**config.mk**
```make
export PLATFORM = sky130hd
export DESIGN_NAME = std_div_seq
export DESIGN_NICKNAME = d
export VERILOG_FILES = /design/src/rtl/std_div_pkg.sv /design/src/rtl/std_div_step.sv /design/src/rtl/std_div_seq.sv
export SDC_FILE = /design/constraint.sdc
export NUM_CORES = 1
export LEC_CHECK = 0
export ABC_AREA = 1
export BUFFER_PORTS_ARGS = -buffer_cell sky130_fd_sc_hd__buf_2
export CAP_MARGIN = 15
export CORE_ASPECT_RATIO = 1.4
export CORE_MARGIN = 1.5
export CORE_UTILIZATION = 55
export DETAILED_ROUTE_END_ITERATION = 16
export GPL_TIMING_DRIVEN = 0
export HOLD_SLACK_MARGIN = 0.06
export PLACE_DENSITY_LB_ADDON = 0.3
export REMOVE_ABC_BUFFERS = 1
export SLEW_MARGIN = 20
export SYNTH_ARGS = -nofsm -noshare
export SYNTH_HDL_FRONTEND = slang
export SYNTH_SLANG_ARGS = --single-unit
```
**constraint.sdc**
```tcl
create_clock -name clk -period 15.5 [get_ports clk]
set_clock_uncertainty 0.1 [all_clocks]
set_input_delay 4.65 -clock clk [delete_from_list [all_inputs] [get_ports clk]]
set_output_delay 4.65 -clock clk [all_outputs]
set_load 0.1 [all_outputs]
```
**src/rtl/std_div_pkg.sv**
```systemverilog
// Shared types and helpers for the sequential restoring divider.
package std_div_pkg;

    typedef enum logic [1:0] {DIV_IDLE, DIV_BUSY, DIV_DONE} div_state_t;

    // Step counter must hold the value WIDTH itself, hence WIDTH+1.
    function automatic int div_cnt_w(input int w);
        return $clog2(w + 1);
    endfunction

endpackage

```
**src/rtl/std_div_step.sv**
```systemverilog
// One restoring-division step: shift {rem, dvd} left, trial-subtract, restore on borrow.
module std_div_step #(
    parameter int WIDTH = 32
) (
    input  logic [WIDTH:0]   i_rem,
    input  logic [WIDTH-1:0] i_dvd,
    input  logic [WIDTH-1:0] i_divisor,
    output logic [WIDTH:0]   o_rem,
    output logic [WIDTH-1:0] o_dvd
);

    logic [WIDTH+1:0] w_shift;
    logic [WIDTH+1:0] w_trial;
    logic             w_borrow;

    // Extra top bit makes the trial result's sign a clean borrow flag.
    assign w_shift  = {i_rem, i_dvd[WIDTH-1]};
    assign w_trial  = w_shift - {2'b00, i_divisor};
    assign w_borrow = w_trial[WIDTH+1];

    assign o_rem = w_borrow ? w_shift[WIDTH:0] : w_trial[WIDTH:0];
    assign o_dvd = {i_dvd[WIDTH-2:0], ~w_borrow};

endmodule

```
**src/rtl/std_div_seq.sv**
```systemverilog
// Iterative unsigned divider: one restoring step per cycle, go/done handshake,
// registered quotient/remainder that hold until the next completion.
module std_div_seq
    import std_div_pkg::*;
#(
    parameter int WIDTH = 32
) (
    input  logic             clk,
    input  logic             reset,
    input  logic             go,
    input  logic [WIDTH-1:0] left,
    input  logic [WIDTH-1:0] right,
    output logic [WIDTH-1:0] out_quotient,
    output logic [WIDTH-1:0] out_remainder,
    output logic             done
);

    localparam int CW = div_cnt_w(WIDTH);

    div_state_t       r_state, w_state_nxt;
    logic [CW-1:0]    r_cnt;
    logic [WIDTH:0]   r_rem;
    logic [WIDTH-1:0] r_dvd;
    logic [WIDTH-1:0] r_dsr;
    logic [WIDTH-1:0] r_quo;
    logic [WIDTH-1:0] r_rmd;
    logic [WIDTH:0]   w_rem_nxt;
    logic [WIDTH-1:0] w_dvd_nxt;
    logic             w_last;

    std_div_step #(.WIDTH(WIDTH)) u_step (
        .i_rem     (r_rem),
        .i_dvd     (r_dvd),
        .i_divisor (r_dsr),
        .o_rem     (w_rem_nxt),
        .o_dvd     (w_dvd_nxt)
    );

    assign w_last = (r_cnt == CW'(1));

    always_ff @(posedge clk or posedge reset) begin
        if (reset) r_state <= DIV_IDLE;
        else       r_state <= w_state_nxt;
    end

    always_comb begin
        w_state_nxt = r_state;
        case (r_state)
            DIV_IDLE: if (go) w_state_nxt = DIV_BUSY;
            DIV_BUSY: if (w_last) w_state_nxt = DIV_DONE;
            DIV_DONE: w_state_nxt = DIV_IDLE;
            default:  w_state_nxt = DIV_IDLE;
        endcase
    end

    always_ff @(posedge clk or posedge reset) begin
        if (reset) begin
            r_cnt <= '0;
            r_rem <= '0;
            r_dvd <= '0;
            r_dsr <= '0;
            r_quo <= '0;
            r_rmd <= '0;
        end else begin
            case (r_state)
                DIV_IDLE: begin
                    if (go) begin
                        r_dsr <= right;
                        r_dvd <= left;
                        r_rem <= '0;
                        r_cnt <= CW'(WIDTH);
                    end
                end
                DIV_BUSY: begin
                    r_rem <= w_rem_nxt;
                    r_dvd <= w_dvd_nxt;
                    r_cnt <= r_cnt - CW'(1);
                    // Results are captured from the final step's outputs directly.
                    if (w_last) begin
                        r_quo <= w_dvd_nxt;
                        r_rmd <= w_rem_nxt[WIDTH-1:0];
                    end
                end
                default: ;
            endcase
        end
    end

    assign out_quotient  = r_quo;
    assign out_remainder = r_rmd;
    assign done          = (r_state == DIV_DONE);

endmodule

```
[After elaboration in Yosys (flattened, before gate mapping)]
Cells that the tools add are included.
Storage, ports and cells
  register bits: 169
  latch bits: 0
  RAM bits: 0
  ROM bits: 0
  logic and storage cells: 31
  memories kept: 0
Operators by class
  add/sub/neg operators: 2
  $mul: 0
  div/mod/pow operators: 0
  order comparisons: 0
  eq/ne operators: 5
  shift operators: 0
  multiplexer cells: 10
  bitwise operators: 1
  reduce and logical (&&, ||, !) cells: 6
Operator list (count)
  $mux 33: 2
  $pmux 33 s2: 1
  $pmux 32 s2: 1
  $sub 34x32->34: 1
  $mux 32: 1
  $pmux 6 s2: 1
  $reduce_and 2->1: 4
  $eq 6x1->1 const B: 1
  $mux 6: 1
  $sub 6x1->6 const B: 1
  $mux 2: 2
  $ne 2x2->1 const B: 2
  $pmux 2 s2: 1
  $eq 2x1->1 const B: 1
  $eq 2x2->1 const B: 1
  $logic_not 2->1: 1
  $reduce_bool 2->1: 1
  $not 1->1: 1

[Longest topological paths before layout]
Gate-level depths: netlist of the first run.
  word-level depth: 3
  depth in mapped cells: 18

[Hierarchy]
A second synthesis of the first run with hierarchy kept.
Second synthesis, totals
  cells, all modules: 1524
  area total of the unflattened synthesis: 10578.9 um^2
By module, submodules not included
  std_div_seq: times used 1, cells an instance 776, area an instance 6820.3 um^2, seq. area each 4229.1 um^2
  std_div_step: times used 1, cells an instance 748, area an instance 3758.6 um^2, seq. area each 0.0 um^2

[Worst setup path before layout of the first run]
No wires, ideal clock.
  kind: reg2out
  start: register r_state[0]
  end: output port done
  arrival: 1639 ps
  setup slack: 9111 ps
  stages on the path, launching flop included: 2
  path buffers: 0
  cell sequence: dfrtp_1 > nor2_1
On the way
  word-level cells in the longest chain between the ends: 1
RTL lines
  start, declared: RTL line std_div_seq.sv:20  | div_state_t r_state, w_state_nxt;
  start signal, assigned: RTL line std_div_seq.sv:43  | else r_state <= w_state_nxt;
  $eq 2x2->1: RTL line std_div_seq.sv:91  | assign done = (r_state == DIV_DONE);
  end, declared: RTL line std_div_seq.sv:15  | output logic done
No other way between the ends.

[Worst setup path after layout of the first run]
  start: input port go
  end: register r_dvd[31]
On the way
  word-level cells in the longest chain between the ends: 2
RTL lines
  start, declared: RTL line std_div_seq.sv:10  | input logic go,
  $ne 2x2->1 (no source line)
  $reduce_and 2->1 (no source line)
  end signal, assigned: RTL line std_div_seq.sv:69  | r_dvd <= left;
  end signal, assigned: RTL line std_div_seq.sv:76  | r_dvd <= w_dvd_nxt;
  end, declared: RTL line std_div_seq.sv:23  | logic [WIDTH-1:0] r_dvd;
No other way between the ends.
A chain may end at the register's enable or synchronous reset.

==> results by group, run 1 <==
Critical path
  – CP endpoint: r_dvd[31]
  – Worst r2r path cells: 8
  – Crit Reg-Reg Endpoint: r_dvd[31]
  – Crit path buffers/inverters: 5
  – Reg-to-reg setup timing slack: 11.88 ns
  – CP Capture Type: flop
  – Worst Path Arrival: 6.91 ns
  – Slowest CP cell: inv_4
  – WP depth: 8
  – R2R Path Start: r_state[0]
  – Crit path required time: 15.67 ns
  – WS Path Type: input port to flop
  – CP startpoint: go
  – CP peak stage delay: 0.47 ns
  – Max FO, Critical Path: 55
  – Crit path cell chain: buf_2, nand3_1, inv_4, buf_12, nor2_4, buf_16, inv_2, o221ai_1
  – CP delay by family, top: buffers and inverters
  – Critical path startpoint category: input port

Placed design
  – GP Congestion: 0.9019
  – Hpwl dp: 17.59 mm
  – Port bufs: 131
  – Placed instance area: around 11000 um^2

CTS
  – Post-CTS Resized: 0
  – Sink Count: 169
  – Cts-stage hold buffer count: 0
  – CTS root buffer: clkbuf_16
  – Deepest clock path buffer count: 2
  – H-tree lvl count: 4
  – CTS tree: yes
  – Skew-Pair Late Insertion Delay: 0.44 ns
  – CTS clk-pin slew, worst paths: 0.08 ns
  – Post-CTS Setup Repair Bufs: 0
  – TritonCTS Buffers: 17

Synth
  – Most frequent cell after synthesis: nand2_1
  – Area leader, netlist: dfrtp_1
  – Main synth FF type: dfrtp_1
  – Simple-Gate Fraction of Synth Area: 30.75%
  – Cell variety after synth: 43
  – Xor/xnor share of the synthesized area: 1.364%
  – Yosys Warn Count: 0
  – Mean Syn Cell Area: 7.318 um^2
  – #FFs+latches synth: between 150 and 200
  – Commonest cells in the netlist: 483 x nand2_1, 204 x inv_1, 169 x dfrtp_1
  – Synthesized instance count: 1316
  – Compound-Gate Fraction of Synth Area: 8.601%
  – Post-synthesis sequential area ratio: 43.91%
  – Async S/R FF share, synth: 100.0%
  – EDFF count, synth: 0
  – Main combinational cell family by area after synthesis: simple AND/OR/NAND/NOR gates
  – Synth Cell Area: roughly 9600 um^2
  – Synth top area share: 43.91%
  – Top cells by area, synth: dfrtp_1 44%, nand2_1 19%, inv_1 8.0%, nand3_1 6.7%, ha_1 4.4%
  – Mux cell area share after synthesis: 0%
  – Adder-Cell Fraction of Synth Area: ~4.6%

Floorplanning
  – Die height: 159.6 um
  – Die area: 18320 um^2
  – Io pins: roughly 130
  – Row count: 57
  – Initial core utilization: 55.80%
  – Die W: 114.8 um
  – Core Box Area: ~17000 um^2

Routing
  – Routed WL per cell: 14.83 um
  – DR DRC count: 0
  – Routed Antenna Nets: 0
  – First-pass iteration count of the detailed router: 5
  – Initial DRC count: 564
  – Total Wirelength: about 25 mm
  – Vias per std cell: approximately 5.1
  – Via Count: 8599

STA
  – Fin crit share: between 40% and 50%
  – RSZ-0062 raised after global routing: false
  – Final Critical Period: 6.739 ns
  – Fmax: 0.1484 GHz
  – Setup-failing EPs final: 0
  – Relative slew margins: 44.49%
  – Hold slack: 0.3753 ns
  – Setup TNS: 0 ns
  – Worst slew pin tran: 0.8315 ns
  – Fin. max-slew vios: 0
  – Final Hold Viols: 0

Layout
  – Fin area: around 11000 um^2
  – Area delta synth->final: 15.58%
  – Finished Core Util: between 60 and 70%
  – ANT cells: 0
  – NumNets Final: 1528
  – Fraction of layout cells with a size suffix above 1: between 10% and 20%

Pwr
  – Leakage Power: 6.142 nW
  – Power per cell area: 199.9 nW/um^2
  – Flop pwr share: a little over a quarter
  – Switching Fraction: ~48%
  – Total Power: 2.225 mW
  – P_sw: 1.060 mW
  – Combinational group share of total power: 53.2%
  – Worst VDD drop: 0.1078 mV
  – Pint: 1.164 mW
  – Clock power share: 20.2%

Global route
  – Total track usage: 28.82%
  – Global-route wire length before repair: 41.68 mm
  – Global route overflow: 0
  – Initial antenna violation count: 0
  – Largest net degree at the start of global routing: 91
  – Vias in the first global route: 8621

Run
  – Max-cap viol count: 0

Worst hold path
  – HP Class: flop to flop

Status
  – Outcome: finished clean
==> worst min-delay path by stage <==
stage | startpoint | endpoint | slack (ns) | cells past startpoint
after floorplan | r_dsr[0] | r_dsr[0] | 0.35 | 2
after global placement | out_remainder[6] | out_remainder[6] | 0.36 | 2
after detailed placement | out_remainder[17] | out_remainder[17] | 0.36 | 2
after CTS | out_remainder[17] | out_remainder[17] | 0.38 | 2
after global routing | out_remainder[17] | out_remainder[17] | 0.40 | 2
final | out_remainder[5] | out_remainder[5] | 0.38 | 2
==> registers in the layout (all words and copies together), names as in the netlist <==
register       flops
out_remainder     32
r_state            2
r_rem             33
out_quotient      32
r_dsr             32
r_dvd             32
r_cnt              6
==> per-stage QoR <==
step           worst slack, ns  instances
2_1_floorplan            6.175       1271
3_3_place_gp             4.372       1638
3_5_place_dp             8.353       1643
4_1_cts                  8.752       1675
5_1_grt                  8.542       1675
6_report                 8.761       1675
==> logic make-up after synthesis <==
group                    count (synthesis)
adder cells (fa/ha/maj)                 35
flip-flops                             169
buffers and inverters                  262
AO/OA/AOI/OAI                          134
AND/OR/NAND/NOR                        701
XOR/XNOR                                15
==> layer usage <==
| layer | track usage, % | wire length, um | vias up |
|---|---|---|---|
| met5 | 0 | 0 | - |
| met4 | 9.877 | 637 | 0 |
| met3 | 4.568 | 1050 | 42 |
| met2 | 51.17 | 12640 | 215 |
| met1 | 35.28 | 10510 | 4000 |
| li1 | - | - | 4342 |
==> layout by cell type (no fill, tap or decap), types with 3 or more instances in the layout <==
cell	n
buf_2	131
nand2_2	7
nand3b_1	5
nor2_1	46
buf_16	4
inv_8	4
nand2_1	483
a21oi_1	25
nand3_1	129
and3_1	4
inv_1	201
xnor2_1	13
nor2_2	4
inv_2	12
clkbuf_16	17
inv_6	5
ha_1	34
o221ai_1	31
dfrtp_1	169
o21ai_0	49
nor2_4	4
nand4_1	4
nand2_4	3
o21ai_1	20
==> area by class of cell <==
cell class | count | area, um^2
clock inverter | 14 | 177.7
sequential | 169 | 4229
inverter | 217 | 827.0
fill | 1613 | 6128
multi-input combinational | 885 | 4377
tap | 236 | 295.3
clock buffer | 18 | 439.2
timing repair buffer | 136 | 785.8
==> power by group through the flow <==
| stage | clock network, mW | logic, mW | registers [mW] |
|---|---|---|---|
| finish | 0.449 | 1.18 | 0.592 |
| global route | 0.476 | 1.35 | 0.602 |
| CTS | 0.456 | 1.19 | 0.591 |
| detailed placement | 0 | 1.18 | 0.596 |
| global placement | 0 | 1.15 | 0.596 |
| floorplan | 0 | 0.859 | 0.633 |
==> worst register-to-register path, delay by kind of cell, from the launching register on <==
family / cells / cell delay [ns]
DFF: 1 / 0.40
AOI/OAI and AO/OA: 1 / 0.23
buffers and inverters: 4 / 1.47
and+or+nand+nor: 3 / 1.26
(Power assumes the default switching activity.)
==> inputs of run 2 (changes only) <==
Settings changed: CORE_UTILIZATION 55 to 53.
Clock period 15.5 ns to 5.5 ns, I/O delays scaled along.
==> run 2 against run 1 <==
Clock power increased to 2.8 times the previous value. Via count decreased by 0.26%. Combinational power increased to 2.8 times the previous value. Design area about the same. Largest cell class unchanged.
==> results by group, run 2 (synthesized netlist as in run 1, its figures left out) <==
STA
  – Setup-failing EPs final: 0 (unchanged)
  – Hold slack: 0.3730 ns (-0.002252 ns)
  – Worst slew pin tran: 0.8398 ns (+0.008268 ns)
  – Relative slew margins: 43.93% (-0.55 points)
  – Final Critical Period: between 3 and 4 ns
  – Fin. max-slew vios: 0 (unchanged)
  – Setup TNS: 0 ns (unchanged)
  – Fin crit share: around three fifths
  – RSZ-0062 raised after global routing: false
  – Final Hold Viols: 0 (unchanged)
  – Setup WS post-layout: 2.118 ns (-6.643 ns)
  – Fmax: ~0.30 GHz

Critical path
  – CP peak stage delay: 0.44 ns (-0.03 ns)
  – CP Capture Type: flop
  – Max FO, Critical Path: 40 (-27%)
  – Crit path required time: 5.67 ns (-10.00 ns)
  – WS Path Type: input port to flop
  – Critical path startpoint category: input port
  – Slowest CP cell: inv_2
  – Crit path cell chain: buf_2, nand3_1, inv_4, nor2_4, buf_16, inv_2, o221ai_1
  – Worst Path Arrival: 3.56 ns (-3.35 ns)

CTS
  – Deepest clock path buffer count: 2 (unchanged)
  – CTS clk-pin slew, worst paths: 0.07 ns (about the same)
  – CTS tree: yes
  – Cts-stage hold buffer count: 0 (unchanged)
  – TritonCTS Buffers: 17 (unchanged)
  – CTS root buffer: clkbuf_16
  – Post-CTS Setup Repair Bufs: 0 (unchanged)
  – Skew-Pair Late Insertion Delay: 0.43 ns (about the same)
  – Sink Count: 169 (unchanged)
  – H-tree lvl count: 4 (unchanged)
  – Post-CTS Resized: 0 (unchanged)

Global route
  – Global-route wire length before repair: 39.94 mm (-4.2%)
  – Vias in the first global route: 8279 (-4.0%)
  – Global route overflow: 0 (unchanged)
  – Initial antenna violation count: 0 (unchanged)
  – Largest net degree at the start of global routing: 108 (+19%)
  – Total track usage: 26.65% (-2.2 points)

Floorplanning
  – Die area: 19000 um^2 (+3.7%)
  – Initial core utilization: 53.95% (-1.9 points)
  – Core Box Area: 17850 um^2 (+3.4%)
  – Io pins: 132 (unchanged)
  – Row count: 58 (+1.8%)
  – Die W: 116.9 um (+1.8%)
  – Die height: 162.5 um (+1.8%)

Pwr
  – Worst VDD drop: 0.2601 mV (+140%)
  – Pint: 3.271 mW (+180%)
  – P_sw: 2.973 mW (+180%)
  – Power per cell area: 560.9 nW/um^2 (+180%)
  – Combinational group share of total power: 53.4% (+0.2 points)
  – Leakage Power: 6.134 nW (-0.12%)
  – Switching Fraction: 47.62% (about the same)
  – Clock power share: 20.0% (-0.2 points)
  – Total Power: 6.244 mW (+180%)
  – Flop pwr share: 26.6% (about the same)

Layout
  – Number of flip-flops in the largest register: 33 (unchanged)
  – Fin area: 11130 um^2 (about the same)
  – Top reg by flops: r_rem
  – Fin cells: 1679 (+0.24%)
  – Most common cell after layout, fill and taps aside: nand2_1
  – NumNets Final: 1528 (unchanged)
  – Most frequent cells in the layout: 483 x nand2_1, 201 x inv_1, 169 x dfrtp_1
  – Fraction of layout cells with a size suffix above 1: 14.59% (-0.069 points)
  – ANT cells: 0 (unchanged)
  – Finished Core Util: 62.36% (-2.1 points)
  – Area delta synth->final: 15.59% (about the same)

Routing
  – Via Count: 8577 (-0.26%)
  – First-pass iteration count of the detailed router: 7 (+2)
  – Routed WL per cell: 14.37 um (-3.1%)
  – Vias per std cell: 5.108 (-0.49%)
  – Initial DRC count: 563 (-0.18%)
  – Total Wirelength: 24.14 mm (-2.8%)
  – Routed Antenna Nets: 0 (unchanged)
  – DR DRC count: 0 (unchanged)

Worst hold path
  – HP Class: flop to flop

Placed design
  – DP Worst Slack: 1.642 ns (-6.712 ns)
  – Port bufs: 131 (unchanged)
  – Dpl cells: 1647 (+0.24%)
  – GP Congestion: 0.9176 (+1.7%)
  – Hpwl dp: 17.44 mm (-0.83%)
  – Placed instance area: 10520 um^2 (about the same)

Status
  – Outcome: finished clean

Run
  – Max-cap viol count: 0 (unchanged)
-- run 2: changes by cell type in the layout (fill, tap and decap cells not counted) --
cell        change
clkbuf_1        +1
clkbuf_8        -1
clkinv_4        -1
clkinv_8        +1
clkinvlp_4      +1
inv_6           -1
-- run 2: critical path: cells and delay by family --
family / cells / cell delay [ns]
buffers and inverters: 4 / 1.20
AO/OA/AOI/OAI: 1 / 0.22
AND/OR/NAND/NOR: 2 / 0.46
-- run 2: final cells by class --
class / instances / area (um^2)
sequential: 169 / 4229
inverter: 217 / 827.0
multi-input combinational: 885 / 4377
fill: 1735 / 6720
tap: 240 / 300.3
timing repair buffer: 136 / 785.8
clock buffer: 18 / 429.2
clock inverter: 14 / 183.9
-- run 2: path summary, 6_finish.rpt --
path | to | depth (start not counted) | slack (ns) | start
hold reg to reg | out_remainder[16] | 2 | 0.37 | out_remainder[16]
setup reg to reg | r_dvd[9] | 7 | 2.26 | r_state[0]
setup / recovery | r_dvd[9] | 7 | 2.12 | go
max in group asynchronous | r_rem[10] | 3 | 3.27 | reset
hold / removal | out_remainder[16] | 2 | 0.37 | out_remainder[16]
min in group asynchronous | out_quotient[22] | 2 | 1.14 | reset
-- run 2: layer usage --
layer	track usage, %	part of all wire (%)
met5	0	0
met4	9.584	2.5
met3	3.387	4.2
met2	46.89	50
met1	33.25	43
-- run 2: power by group through the flow --
stage | Combinational, mW | Sequential, mW | Clock (mW)
after floorplan | 2.42 | 1.78 | 0
after global placement | 3.27 | 1.68 | 0
after detailed placement | 3.33 | 1.68 | 0
after CTS | 3.34 | 1.66 | 1.27
after global routing | 3.80 | 1.69 | 1.32
final | 3.33 | 1.66 | 1.25
